File: config.mk
export PLATFORM = sky130hd
export DESIGN_NAME = pc_redirect_fetch_flat
export DESIGN_NICKNAME = d
export VERILOG_FILES = /design/src/rtl/pc_redirect_fetch_pkg.sv /design/src/rtl/pc_redirect_fetch_if.sv /design/src/rtl/pc_redirect_fetch_pc_next_mux.sv /design/src/rtl/pc_redirect_fetch.sv /design/src/flat_wrapper.sv
export SDC_FILE = /design/constraint.sdc
export NUM_CORES = 1
export LEC_CHECK = 0
export ABC_AREA = 1
export BUFFER_PORTS_ARGS = -buffer_cell sky130_fd_sc_hd__clkbuf_2
export CAP_MARGIN = 20
export CORE_MARGIN = 2
export CORE_UTILIZATION = 40
export CTS_BUF_LIST = sky130_fd_sc_hd__clkbuf_2 sky130_fd_sc_hd__clkbuf_4 sky130_fd_sc_hd__clkbuf_8
export DETAILED_ROUTE_END_ITERATION = 8
export RECOVER_POWER = 25
export SYNTH_ARGS = -nofsm -noshare
export SYNTH_HDL_FRONTEND = slang
export SYNTH_SLANG_ARGS = --single-unit
export TNS_END_PERCENT = 10
File: constraint.sdc
create_clock -name CLK -period 2.55 [get_ports CLK]
set_input_delay 0.6375 -clock CLK [delete_from_list [all_inputs] [get_ports CLK]]
set_output_delay 0.6375 -clock CLK [all_outputs]
set_load 0.02 [all_outputs]
File: src/rtl/pc_redirect_fetch_pkg.sv
// Shared RV32 fetch definitions.
//  - fetch_state_e : IF-stage sequencer states
//  - pc_sel_e      : next-PC source select driven into pc_next_mux
//  - XLEN_DEF, RESET_PC_DEF, INSTR_BYTES constants
//  - is_word_aligned() : low-address-bit alignment test for redirect targets
package rv32_pkg;

  localparam int unsigned XLEN_DEF     = 32;
  localparam logic [31:0] RESET_PC_DEF = 32'h0000_0000;
  localparam int unsigned INSTR_BYTES  = 4;

  typedef enum logic [1:0] {
    IDLE = 2'b00,
    RUN  = 2'b01,
    DROP = 2'b10
  } fetch_state_e;

  typedef enum logic [1:0] {
    SEL_HOLD    = 2'b00,
    SEL_INC     = 2'b01,
    SEL_TARGET  = 2'b10,
    SEL_PENDING = 2'b11
  } pc_sel_e;

  // A target is usable only if it lands on a 32-bit instruction boundary.
  function automatic logic is_word_aligned(input logic [1:0] addr_lo);
    return (addr_lo == 2'b00);
  endfunction

endpackage

File: src/rtl/pc_redirect_fetch_if.sv
// Fetch-side bundle between the IF sequencer, the EX branch resolution,
// the hazard unit and instruction memory.
//  master : the fetch sequencer (drives imem_req, PC, flushes, ...)
//  slave  : the surrounding pipeline / IMEM
interface pc_redirect_fetch_if #(
  parameter int unsigned XLEN = 32
);
  logic            PCAddressController;
  logic [XLEN-1:0] TargetedAddress;
  logic            Stall;
  logic            imem_ready;
  logic            imem_req;
  logic [XLEN-1:0] PC;
  logic [XLEN-1:0] PC_plus4;
  logic            IF_valid;
  logic            Flush_IFID;
  logic            Flush_IDEX;
  logic            Misaligned;

  modport master (
    input  PCAddressController, TargetedAddress, Stall, imem_ready,
    output imem_req, PC, PC_plus4, IF_valid, Flush_IFID, Flush_IDEX, Misaligned
  );

  modport slave (
    output PCAddressController, TargetedAddress, Stall, imem_ready,
    input  imem_req, PC, PC_plus4, IF_valid, Flush_IFID, Flush_IDEX, Misaligned
  );
endinterface

File: src/rtl/pc_redirect_fetch_pc_next_mux.sv
// Next-PC selector.
//  pc       in  current fetch address
//  target   in  redirect target from EX
//  pending  in  redirect target parked while a wrong-path fetch drains
//  sel      in  source select
//  pc_plus4 out pc + 4 (modulo 2^XLEN)
//  pc_next  out selected next PC
module pc_next_mux
  import rv32_pkg::*;
#(
  parameter int unsigned XLEN = XLEN_DEF
) (
  input  logic [XLEN-1:0] pc,
  input  logic [XLEN-1:0] target,
  input  logic [XLEN-1:0] pending,
  input  pc_sel_e         sel,
  output logic [XLEN-1:0] pc_plus4,
  output logic [XLEN-1:0] pc_next
);

  // Sequential increment; wraps silently at the top of the address space.
  assign pc_plus4 = pc + XLEN'(INSTR_BYTES);

  // Pick the next fetch address.
  always_comb begin
    pc_next = pc;
    case (sel)
      SEL_HOLD:    pc_next = pc;
      SEL_INC:     pc_next = pc_plus4;
      SEL_TARGET:  pc_next = target;
      SEL_PENDING: pc_next = pending;
      default:     pc_next = pc;
    endcase
  end

endmodule

File: src/rtl/pc_redirect_fetch.sv
// IF-stage PC and fetch sequencer for the RV32IM pipeline.
//  CLK    in  rising-edge clock
//  RESET  in  asynchronous active-low reset
//  fetch  master modport: branch redirect inputs, stall, IMEM handshake,
//         PC / PC_plus4 / IF_valid and squash / misalignment outputs.
// A redirect that arrives while a fetch is still outstanding is parked in
// pending_r; the sequencer waits in DROP (keeping PC stable for the
// handshake) until that wrong-path response is consumed and discarded.
module pc_redirect_fetch
  import rv32_pkg::*;
#(
  parameter logic [31:0] RESET_PC = RESET_PC_DEF,
  parameter int unsigned XLEN     = XLEN_DEF
) (
  input logic                 CLK,
  input logic                 RESET,
  pc_redirect_fetch_if.master fetch
);

  fetch_state_e    state_r;
  logic [XLEN-1:0] pc_r;
  logic [XLEN-1:0] pending_r;
  logic            if_valid_r;

  logic            take_s;
  logic            misaligned_s;
  logic            req_s;
  logic            fire_s;
  logic            flush_s;
  pc_sel_e         sel_s;
  logic [XLEN-1:0] pc_next_s;
  logic [XLEN-1:0] pc_plus4_s;

  // Redirect qualification, request gating and squash generation.
  // A taken redirect overrides a load-use stall because the EX branch is older.
  always_comb begin
    take_s       = fetch.PCAddressController && is_word_aligned(fetch.TargetedAddress[1:0]);
    misaligned_s = fetch.PCAddressController && !is_word_aligned(fetch.TargetedAddress[1:0]);
    req_s        = (state_r != IDLE) && !(fetch.Stall && (state_r == RUN) && !take_s);
    fire_s       = req_s && fetch.imem_ready;
    flush_s      = take_s && (state_r != IDLE);
  end

  // Next-PC source decision.
  always_comb begin
    sel_s = SEL_HOLD;
    case (state_r)
      RUN: begin
        if (take_s) begin
          if (req_s && !fetch.imem_ready) sel_s = SEL_HOLD;
          else                            sel_s = SEL_TARGET;
        end else if (fetch.Stall) begin
          sel_s = SEL_HOLD;
        end else if (fire_s) begin
          sel_s = SEL_INC;
        end else begin
          sel_s = SEL_HOLD;
        end
      end
      DROP: begin
        // The newest redirect wins if it coincides with the drain completing.
        if (fetch.imem_ready) begin
          if (take_s) sel_s = SEL_TARGET;
          else        sel_s = SEL_PENDING;
        end else begin
          sel_s = SEL_HOLD;
        end
      end
      default: sel_s = SEL_HOLD;
    endcase
  end

  pc_next_mux #(.XLEN(XLEN)) u_pc_next_mux (
    .pc       (pc_r),
    .target   (fetch.TargetedAddress),
    .pending  (pending_r),
    .sel      (sel_s),
    .pc_plus4 (pc_plus4_s),
    .pc_next  (pc_next_s)
  );

  // Fetch FSM with PC, pending-target and IF_valid registers.
  always_ff @(posedge CLK or negedge RESET) begin
    if (!RESET) begin
      state_r    <= IDLE;
      pc_r       <= XLEN'(RESET_PC);
      pending_r  <= '0;
      if_valid_r <= 1'b0;
    end else begin
      pc_r <= pc_next_s;
      case (state_r)
        IDLE: begin
          state_r    <= RUN;
          if_valid_r <= 1'b0;
        end
        RUN: begin
          if (take_s) begin
            if_valid_r <= 1'b0;
            if (req_s && !fetch.imem_ready) begin
              pending_r <= fetch.TargetedAddress;
              state_r   <= DROP;
            end else begin
              state_r <= RUN;
            end
          end else if (fetch.Stall) begin
            // IF/ID contents are frozen while the hazard unit stalls.
            if_valid_r <= if_valid_r;
            state_r    <= RUN;
          end else begin
            if_valid_r <= fire_s;
            state_r    <= RUN;
          end
        end
        DROP: begin
          if_valid_r <= 1'b0;
          if (fetch.imem_ready) begin
            state_r <= RUN;
          end else begin
            state_r <= DROP;
            if (take_s) pending_r <= fetch.TargetedAddress;
            else        pending_r <= pending_r;
          end
        end
        default: begin
          state_r    <= IDLE;
          if_valid_r <= 1'b0;
        end
      endcase
    end
  end

  assign fetch.imem_req   = req_s;
  assign fetch.PC         = pc_r;
  assign fetch.PC_plus4   = pc_plus4_s;
  assign fetch.IF_valid   = if_valid_r;
  assign fetch.Flush_IFID = flush_s;
  assign fetch.Flush_IDEX = flush_s;
  assign fetch.Misaligned = misaligned_s;

endmodule

File: src/flat_wrapper.sv
// flat-port wrapper written by rule: the top's interface ports become plain ports
module pc_redirect_fetch_flat import rv32_pkg::*;
#(
  parameter logic [31:0] RESET_PC = RESET_PC_DEF,
  parameter int unsigned XLEN     = XLEN_DEF
)
  (CLK, RESET, fetch_PCAddressController, fetch_TargetedAddress, fetch_Stall, fetch_imem_ready, fetch_imem_req, fetch_PC, fetch_PC_plus4, fetch_IF_valid, fetch_Flush_IFID, fetch_Flush_IDEX, fetch_Misaligned);
  pc_redirect_fetch_if #(.XLEN(XLEN)) fetch_i ();
  input logic CLK;
  input logic RESET;
  input wire logic [$bits(fetch_i.PCAddressController)-1:0] fetch_PCAddressController;
  input wire logic [$bits(fetch_i.TargetedAddress)-1:0] fetch_TargetedAddress;
  input wire logic [$bits(fetch_i.Stall)-1:0] fetch_Stall;
  input wire logic [$bits(fetch_i.imem_ready)-1:0] fetch_imem_ready;
  output wire logic [$bits(fetch_i.imem_req)-1:0] fetch_imem_req;
  output wire logic [$bits(fetch_i.PC)-1:0] fetch_PC;
  output wire logic [$bits(fetch_i.PC_plus4)-1:0] fetch_PC_plus4;
  output wire logic [$bits(fetch_i.IF_valid)-1:0] fetch_IF_valid;
  output wire logic [$bits(fetch_i.Flush_IFID)-1:0] fetch_Flush_IFID;
  output wire logic [$bits(fetch_i.Flush_IDEX)-1:0] fetch_Flush_IDEX;
  output wire logic [$bits(fetch_i.Misaligned)-1:0] fetch_Misaligned;
  assign fetch_i.PCAddressController = fetch_PCAddressController;
  assign fetch_i.TargetedAddress = fetch_TargetedAddress;
  assign fetch_i.Stall = fetch_Stall;
  assign fetch_i.imem_ready = fetch_imem_ready;
  assign fetch_imem_req = fetch_i.imem_req;
  assign fetch_PC = fetch_i.PC;
  assign fetch_PC_plus4 = fetch_i.PC_plus4;
  assign fetch_IF_valid = fetch_i.IF_valid;
  assign fetch_Flush_IFID = fetch_i.Flush_IFID;
  assign fetch_Flush_IDEX = fetch_i.Flush_IDEX;
  assign fetch_Misaligned = fetch_i.Misaligned;
  pc_redirect_fetch #(.RESET_PC(RESET_PC), .XLEN(XLEN)) u_core (.CLK(CLK), .RESET(RESET), .fetch(fetch_i));
endmodule
== Yosys cells after proc, flatten, opt, wreduce, memory -nomap -nowiden ==
Cells that the tools add are included.

* Add/sub/neg operators: 1
* Eq/ne operators: 10
* Muxes and demuxes: 20
* Reduce and logical (&&, ||, !) cells: 18

{| class="wikitable"
|+ Operators with widths
! kind !! count
|-
| 2-to-1 mux 32 bit || 4
|-
| one-hot mux 32 bit (3 select lines) || 1
|-
| one-hot mux 32 bit (2 select lines) || 1
|-
| adder 32 x 3 -> 32 bit (second input constant) || 1
|-
| 2-to-1 mux 2 bit || 7
|-
| logical AND 1 bit || 8
|-
| == test 2 bit (second input constant) || 3
|-
| logical NOT 2 bit || 3
|-
| one-hot mux 2 bit (3 select lines) || 1
|-
| 2-to-1 mux 1 bit || 5
|-
| AND reduction 5 bit || 1
|-
| == test 2 x 1 -> 1 bit (second input constant) || 2
|-
| logical NOT 1 bit || 4
|-
| inequality test 2 x 1 -> 1 bit (second input constant) || 2
|-
| inequality test 2 bit (second input constant) || 2
|-
| one-hot mux 2 bit (2 select lines) || 1
|-
| nonzero test 2 bit || 2
|-
| inequality test 3 x 2 -> 1 bit (second input constant) || 1
|}

* Register bits: 67
* Bits of input ports: 37
* Output and inout port bits: 69
* Logic and storage cells: 53

== Longest topological paths before layout ==
Gate-level depths: netlist of run 1.

* Depth in word-level cells: 13
* Mapped depth: 12
* Mapped depth without buffers: 12

== Hierarchy ==
A second synthesis of run 1 with hierarchy kept.

* Cell total of the unflattened synthesis: 547
* Area, all modules: 4,137.7 um^2

{| class="wikitable"
|+ By module, submodules not included
! module !! instances !! cells each !! area an instance (um^2) !! seq. area each (um^2)
|-
| pc_redirect_fetch || 1 || 208 || 2,397.3 || 1,676.6
|-
| pc_next_mux || 1 || 339 || 1,740.4 || 0.0
|}

== Least setup slack after synthesis of run 1 ==
Ideal clock, no wire load.

* Path type: register -> output
* From: reg u_core.pc_r[2], in the netlist u_core.fetch.PC[2]
* To: out fetch_PC_plus4[12]
* Arrival time: 1.651 ns
* Required time: 1.913 ns
* Path slack: 0.262 ns
* Cell stages (with the launch flop): 7
* Buffers on the path: 0
* Path through: dfrtp_1 ha_1 inv_1 nor2_4 nand2_1 nor2_2 xor2_1

* Cells in the longest elaborated chain, start to end: 1

{| class="wikitable"
|+ Ends and longest elaborated chain
! item !! RTL line !! text
|-
| start, declared || pc_redirect_fetch.sv:21 || <nowiki>logic [XLEN-1:0] pc_r;</nowiki>
|-
| start signal, assigned || pc_redirect_fetch.sv:86 || <nowiki>pc_r <= XLEN'(RESET_PC);</nowiki>
|-
| start signal, assigned || pc_redirect_fetch.sv:90 || <nowiki>pc_r <= pc_next_s;</nowiki>
|-
| adder 32 x 3 -> 32 bit || pc_redirect_fetch_pc_next_mux.sv:22 || <nowiki>assign pc_plus4 = pc + XLEN'(INSTR_BYTES);</nowiki>
|-
| end, declared || flat_wrapper.sv:17 || <nowiki>output wire logic [$bits(fetch_i.PC_plus4)-1:0] fetch_PC_plus4;</nowiki>
|}

No other way between the ends.

== Final worst setup path of run 1 ==
* From: reg u_core.pc_r[2], in the netlist u_core.fetch.PC[2]
* To: out fetch_PC_plus4[17]

Same word-level chain as after synthesis.

==> results of run 1 <==
## worst paths after layout
path,start,to,slack (ns),cells past startpoint
setup / recovery,u_core.fetch.PC[2]$_DFFE_PN0P_,fetch_PC_plus4[17],0.05,7
hold / removal,u_core.pending_r[0]$_DFFE_PN0P_,u_core.pending_r[0]$_DFFE_PN0P_,0.47,2
setup reg to reg,u_core.state_r[0]$_DFF_PN0_,u_core.fetch.PC[25]$_DFFE_PN0P_,0.49,11
hold reg to reg,u_core.pending_r[0]$_DFFE_PN0P_,u_core.pending_r[0]$_DFFE_PN0P_,0.47,2
max in group asynchronous,RESET,u_core.pending_r[8]$_DFFE_PN0P_,0.36,3
min in group asynchronous,RESET,u_core.fetch.IF_valid$_DFFE_PN0N_,0.54,1
## metal layers
layer | routed length [µm] | vias up
met1 | 6530 | 2166
li1 | - | 2345
met5 | 0 | -
met3 | 804 | 29
met4 | 302 | 0
met2 | 6070 | 150
## metrics by stage
step / setup WS, ns / power, mW / setup TNS [ns]
global placement: 0.245 / 5.09 / 0
global route: -0.0366 / 6.90 / -0.293
detailed placement: 0.215 / 5.14 / 0
floorplan: 0.262 / 4.03 / 0
CTS: -0.0670 / 6.22 / -0.125
finish: 0.0474 / 6.39 / 0
## cells in the final DEF, fill, tap and decap left out, types with 2 or more instances in the layout
cell / instances
dfrtp_2: 14
a21oi_1: 2
nand2_2: 12
o21a_1: 2
nor2_1: 62
inv_2: 3
nor3_1: 3
o21ai_0: 40
o21ai_1: 2
inv_1: 71
clkbuf_8: 11
dfrtp_1: 53
nor2_4: 10
nor2_2: 11
buf_4: 27
bufinv_16: 2
a22o_1: 2
nand4_1: 32
nand3_1: 77
nand2_1: 201
nand3_2: 4
clkbuf_2: 100
clkinv_2: 4
ha_1: 4
xor2_1: 7
xor2_2: 3
buf_2: 2
nand3b_1: 10
## state kept, by name, indices dropped and copies added (netlist names)
register	cells
u_core.state_r	2
u_core.fetch.PC	32
u_core.pending_r	32
u_core.fetch.IF_valid	1
## cells by family after synthesis
logic type / Yosys count / synth area share
and+or+nand+nor: 426 / 0.424
buffers and inverters: 110 / 0.108
DFF: 67 / 0.374
AOI/OAI and AO/OA: 50 / 0.0605
xor gates and xnor gates: 10 / 0.0195
adders and majority gates: 5 / 0.0139
## report_power, final
part	switching [mW]	internal, mW	leakage [nW]
sequential	0.508	1.54	0.786
combinational	2.21	1.11	2.03
clock	0.426	0.599	0.119
total	3.14	3.25	2.94
## critical path, cell delays in order, from the launching register on
cell and delay, ns:
dfrtp_1 0.39, buf_4 0.19, inv_1 0.11, nor2_4 0.16, nand2_2 0.14, nor2_4 0.16
xor2_2 0.20, buf_4 0.17
## layout make-up
cell class              count  area share
multi-input cells         491       0.439
flip-flops and latches     67       0.304
repair buffers            132       0.134
inverters                  75      0.0507
well taps                 140      0.0314
clock buffers              11      0.0271
clock inverters             5      0.0135
## timing repair
item                       in CTS  in global routing
pin swaps                       1                  8
setup buffers                   1                  8
setup endpoints to repair       9                 19
resized for setup               9                 45
==> results.txt, run 1 <==
The tool flagged a number of max-cap violations equal to 0. Yosys mapped a number of flops with a built-in enable equal to 0. The pin count of the biggest net entering global routing is 39. The count of buffers from port buffering is around 110. The initial detailed-routing violation count came out at around 350. The routed layout has between 4000 and 5000 vias.

The region available for standard cell placement spans between 10000 and 15000 µm². Ranked by total cell area, the synthesized netlist is headed by dfrtp_1, nand2_1, nand3_1. In this run the core area contains 38 standard-cell rows.

The sequential cells in the finished layout cover a total of approximately 1700 µm². For this run, global-route usage on met3 was measured as 0.0474. The wire length reported by the detailed router is 13700 µm. The share of Yosys cell area claimed by the top area cell type is 0.374. The synthesis-stage register bit count came out at 67. The biggest area contributor in the post-synthesis netlist is dfrtp_1. The summed area of non-filler cells in the final layout came out at approximately 5600 µm². After synthesis, the most frequently instantiated cells are nand2_1, nand3_1, nor2_1, inv_1, dfrtp_1. The number of buffers between clock root and the deepest sink came out at 2.

Setup violations remaining at the end of the flow were counted as 0. The final hold slack is around 0.47 ns. The final-layout fill cell count is 1139. The highest clock frequency the design can meet is approximately 0.40 GHz.

The run finished with clean final reports. The first detailed-routing pass ran for 6 iterations. The power density of the placed cells is 1150 nW/µm².

The average detailed-routed wire length per instance came out at approximately 15 µm. VDD sags by at most between 0.0004 and 0.0005 V. The number of warnings issued by yosys came out at 0. The quantity of hold-fixing buffers added after cts came out at 0. For the pin with the worst max-slew slack, the measured transition is ~1.3 ns. Summed over all cells, the static leakage comes to about 3 nW. The share of the Yosys chip area taken by registers is 0.374.

Counting flops with an async set or reset pin after synthesis yields a share of 1.00. Setup repair after global routing could not meet its margin everywhere. The later pin in the worst-skew pair is clocked with a latency of 0.36 ns. The number of hold-slack violations in the final timing report is 0. The total global routing track utilization is 0.241.

The initial antenna violation count is 0. The wire length of the first global-routing pass is about 22000 µm. In the routed layout, each cell is associated on average with a via count of about 5. The tree built by TritonCTS fans out to 67 sinks. The number of top-level design ports came out at between 100 and 150. The final non-filler cell total is 921. Clock skew on the completed layout was measured at 0.0119 ns. The nature of the critical path startpoint is a flip-flop.

Of the cells placed in the final design, the portion with a size suffix greater than 1 is 0.269. The worst setup path is captured at a primary output. The total count of max-transition violations in the final report was 0. The global-route met1 utilization came out at 0.342. The number of nets in the synthesized netlist came out at 710. The number of buffers added by the clock tree synthesis step came out at 9. The distinct cell type count after synthesis came out at 31.

For the worst setup path, the data arrival time is ~1.9 ns. The highest net fanout along the worst path came out at 7. The number of DRC violations after detailed routing is 0. The cell total after placement is between 800 and 900. The utilization of the core after routing came out at 0.512. The HPWL after detailed placement is about 10000 µm. TritonCTS built the clock tree. The die covers approximately 12000 µm². The tree is rooted in a clkbuf_8. The critical path is of the flip-flop to primary output type. Once placement finished, the instance area stood at 5140 µm².

The class of the tightest hold or removal check is flip-flop to flip-flop. nand2_1 is the most common cell in the netlist. Synthesis produced a netlist whose cell count is 668.

The via count of the first global-routing pass came out at approximately 4500. The die is roughly 110 µm tall. The layout overhead on the synthesized area came out at 24.3%. The last weighted congestion value of the routability-driven placer came out at about 0.93.

Global routing finished with a remaining overflow of 0. The H-tree depth came out at 3. The average instance area after synthesis came out at about 6.7 µm². The required time of the critical path is roughly 1.9 ns. For met2 alone, demand over resource in global routing was 0.364. In this run the most used layer during global routing was met2. The post-route fraction of the period consumed by the critical path is 0.981. The clock period minus final worst setup slack is around 2.5 ns. The relative max-transition margin is 0.158.

The area of the mapped netlist came out at 4490 µm². The starting utilization of the core area came out at 0.412. The most instantiated flip-flop cell in the synthesis netlist is dfrtp_1. The remaining antenna violation count after routing is 0. The clock transition at the registers of the reported paths came out at ~0.070 ns. For this run, the post-layout net count is ~820.

The chip width is about 110 µm. The area taken by multi-input logic gates came out at ~2400 µm². The number of diodes added for antenna fixing is 0.
(Power assumes the default switching activity.)
==> run 2, diff against run 1 <==
Settings changed: BUFFER_PORTS_ARGS -buffer_cell sky130_fd_sc_hd__clkbuf_2 to -buffer_cell sky130_fd_sc_hd__buf_4, SYNTH_HIERARCHICAL set to 1.
==> results.txt, run 2 <==
The total count of max-transition violations in the final report is 68 (+68). Walking the worst path, the cells encountered are ha_2 -> nand2_2 -> nor2_4 -> nand2_4 -> nor2_4 -> nand3_1 -> and2_1 -> buf_4. The H-tree depth is 3 (unchanged).

The critical path buffer and inverter count came out at 1 (-2). The async set or reset register ratio after synthesis came to 1.00 (unchanged). The number of cells produced by synthesis is 547 (-18%). The clock skew came to 0.00916 ns (-0.00274 ns). For this run, the leading register cell type out of synthesis is dfrtp_1.

The count of buffers from port buffering is 105 (unchanged). The area of the mapped netlist came out at 4140 µm² (-7.8%). The synthesis-stage register bit count is 67 (unchanged).

The number of search-and-repair iterations in the first detailed-routing pass is 5 (-1). TritonCTS built the clock tree. The share of the synthesized netlist area taken by xor and xnor gates came to 0.0390 (+0.0195). The total global routing track utilization is 0.224 (-0.0170).

The chip width is 106 µm (-3.8%). The kind of cell with the highest combined delay along the critical path is simple AND/OR/NAND/NOR gates. The cell type with the largest total area after synthesis is dfrtp_1. The post-route fraction of the period consumed by the critical path came out at 0.999 (+0.0174). The number of buffers added by the clock tree synthesis step is 9 (unchanged). The arrival time of the worst setup path came out at 1.91 ns (+0.04 ns). The clock sink total came to 67 (unchanged). The pin count of the biggest net entering global routing is 68 (+74%).

The worst ir drop on vdd is 0.000371 V (-25%). The average instance area after synthesis is 7.56 µm² (+13%). The highest clock frequency the design can meet was 0.393 GHz (-1.7%).

The wire length reported by the detailed router is 12300 µm (-10%). The average detailed-routed wire length per instance came out at 15.4 µm (+3.6%). nand2_1 is the most common cell in the netlist. The area fraction in and, or, nand and nor cells after synthesis was 0.409 (-0.0156). The storage element area came out at 1690 µm² (about the same). The number of top-level design ports came out at 106 (unchanged). The sequential area share after synthesis is 0.405 (+0.0315). The fraction of synthesized area in multiplexers is 0 (unchanged). The worst register-to-register path begins at u_core/state_r[1]$_DFF_PN0_. The required time of the critical path came out at 1.91 ns (about the same). The flow ran to the end, but the final reports show violations.

The number of diodes added for antenna fixing is 0 (unchanged). By area, the combinational part of the netlist is dominated by simple AND/OR/NAND/NOR gates. The number of nets in the synthesized netlist is 589 (-17%). The highest net fanout along the worst path came out at 4 (-3). The internal reg-to-reg setup slack came out at 0.29 ns (-0.20 ns). The final total negative setup slack came out at 0 ns (unchanged). The slowest stage of the critical path belongs to the cell dfrtp_1.

After synthesis, the most frequently instantiated cells are nand2_1, dfrtp_1, nand3_1, inv_1, nor2_1. The area fraction in compound gates after synthesis is 0.0568 (-0.00366). The path with the worst hold slack has its endpoint at u_core/pending_r[4]$_DFFE_PN0P_. The last weighted congestion value of the routability-driven placer came out at 0.877 (-6.0%). The relative max-transition margin came out at -0.169 (-0.327). The delay of the slowest critical-path stage is 0.38 ns (about the same). The share of Yosys cell area claimed by the top area cell type is 0.405 (+0.0315).

The tightest min-delay check is of the flip-flop to flip-flop type. The core outline area came out at 10200 µm² (-6.5%). The number of hold-slack violations in the final timing report came to 0 (unchanged). The number of cells on the worst reg-to-reg path is 13 (+2). The nature of the critical path startpoint is a flip-flop. The detailed-placement wirelength estimate came out at 8690 µm (-15%). The initial detailed-routing violation count came out at 251 (-28%).

The via count is 3966 (-15%). The critical register-to-register path endpoint is u_core/fetch.PC[25]$_DFF_PN0_. The startpoint of the tightest hold check path is u_core/pending_r[4]$_DFFE_PN0P_. The number of DRC violations after detailed routing is 0 (unchanged).

The net count of the finished layout is 701 (-14%). The fraction of final layout cells sized beyond drive strength 1 was 0.300 (+0.0308). The number of setup violations in the final report came to 0 (unchanged). The worst-margin pin slew came to 1.75 ns (+0.490 ns). The via count of the first global-routing pass came to 3910 (-13%). The clock transition at the registers of the reported paths came out at 0.08 ns (about the same). The number of buffers between clock root and the deepest sink is 2 (unchanged). The leakage power total is 2.71 nW (-7.6%). The checks that failed: capacitance limit, slew limit. The final non-filler cell total was 800 (-13%). The number of max-capacitance violations reported is 1 (+1).

The detailed-route vias per instance came out at 4.96 (-2.6%). Setup repair after global routing could not meet its margin everywhere. The remaining antenna violation count after routing came to 0 (unchanged). The utilization of the core after routing is 0.536 (+0.0236). The wire length of the first global-routing pass came out at 19800 µm (-12%).

By instance count, the cell type seen most on the critical path is nor2_4. The clock latency of the later-clocked register in the worst-skew pair is 0.34 ns (-0.02 ns). The adder and majority gate portion of the synthesized area is 0.0151 (+0.00118). The quantity of hold-fixing buffers added after cts is 0 (unchanged). The number of standard-cell rows in the floorplan was 37 (-2.6%).

The critical path is of the flip-flop to primary output type. The total grt overflow came out at 0 (unchanged). The height of the chip is 106 µm (-3.8%).

The distinct cell type count after synthesis was 28 (-9.7%). After synthesis, the cell types taking the most area are dfrtp_1, nand2_1, nand3_1. The die area is 11200 µm² (-7.5%). The starting utilization of the core area came out at 0.406 (-0.00582).

The number of cells on the worst hold path is 2 (unchanged). The number of warnings issued by yosys is 6 (+6). The area taken by multi-input logic gates came to 2210 µm² (-9.9%). The number of enable-type register cells in the synthesized netlist is 0 (unchanged).

STA classifies the critical path endpoint as a primary output. The library cells used most frequently in the layout, excluding fill and tap cells, are nand2_1, buf_4, nand3_1, dfrtp_1, inv_1. The final-layout fill cell count came out at 997 (-12%).

The clock period minus final worst setup slack is 2.55 ns (+0.0443 ns). The most frequent standard cell in the layout excluding fill and tap cells is nand2_1. The layout overhead on the synthesized area is 31.9%.

The power density of the placed cells is 1070 nW/µm² (-6.7%). The initial antenna violation count is 0 (unchanged). The cell total after placement is 778 (-13%). The cell sitting at the root of the clock tree is a clkbuf_8.
## run 2: cell count changes after synthesis, sizes merged, moves of 9 or more
cell,previous run,this run
clkbuf,15,4
nand2,214,224
nand3,81,63
inv,74,40
o21ai,42,0
and2,0,9
nand4,32,9
a22o,2,21
nor2,83,46
## run 2: routing by layer
layer	global-route usage	vias up	wire length (µm)
li1	-	1964	-
met1	0.316	1858	5610
met2	0.352	134	5870
met3	0.0421	10	733
met4	0.0611	0	113
met5	0	-	0
## run 2: stage by stage
stage                     setup slack [ns]  instance area, µm²  power, mW  hold WS, ns
after global placement               0.285                5100       4.68        0.454
after floorplan                     0.0693                4140       3.55        0.342
after global routing                -0.115                5460       6.21        0.496
final                              0.00317                5460       5.83        0.476
after detailed placement             0.171                5100       4.72        0.459
after CTS                          -0.0186                5410       5.83        0.449
## run 2: worst max path at each step
stage                                    endpoint                          from  depth (start not counted)  slack [ns]
finish                         fetch_PC_plus4[26]  u_core/fetch.PC[2]$_DFF_PN0_                          8       0.003
global route                   fetch_PC_plus4[31]  u_core/fetch.PC[3]$_DFF_PN0_                          8       -0.11
CTS                            fetch_PC_plus4[31]  u_core/fetch.PC[3]$_DFF_PN0_                          8       -0.02
detailed placement  u_core/fetch.PC[25]$_DFF_PN0_      fetch_TargetedAddress[1]                         12        0.17
global placement               fetch_PC_plus4[26]  u_core/fetch.PC[3]$_DFF_PN0_                          8        0.28
floorplan           u_core/fetch.PC[17]$_DFF_PN0_      fetch_TargetedAddress[1]                         11        0.07
## run 2: logic make-up (layout without fill, tap and decap cells)
group,count (synthesis),in the layout
flip-flops,67,67
adder cells (fa/ha/maj),5,5
XOR/XNOR,15,15
AND/OR/NAND/NOR,367,367
buffers and inverters,64,181
AO/OA/AOI/OAI,29,29
## run 2: final cells by class
type | count | share of cell area
well taps | 136 | 0.0312
clock inverters | 6 | 0.0163
flip-flops and latches | 67 | 0.310
inverters | 40 | 0.0275
multi-input cells | 416 | 0.404
repair buffers | 125 | 0.185
clock buffers | 10 | 0.0252
## run 2: repair_timing
item	CTS	global route
pin swaps	4	4
endpoints found under the setup margin	7	18
gates resized for setup	10	18
setup buffers	5	1
## run 2: worst register-to-register path, stage by stage (launching register included)
cell and delay (ns):
dfrtp_1 0.37, inv_1 0.07, ha_1 0.27, nand2_1 0.09, inv_1 0.06, a21oi_1 0.21
nand3_1 0.13, a21oi_1 0.26, buf_4 0.17, inv_1 0.04, nor2_2 0.12, buf_12 0.20
nand3_1 0.14, nand3b_1 0.09
## run 2: power by group
group          total [mW]  internal [mW]  switching (mW)
logic                2.79           1.17            1.62
registers            2.02           1.53           0.484
clock network        1.02          0.577           0.445
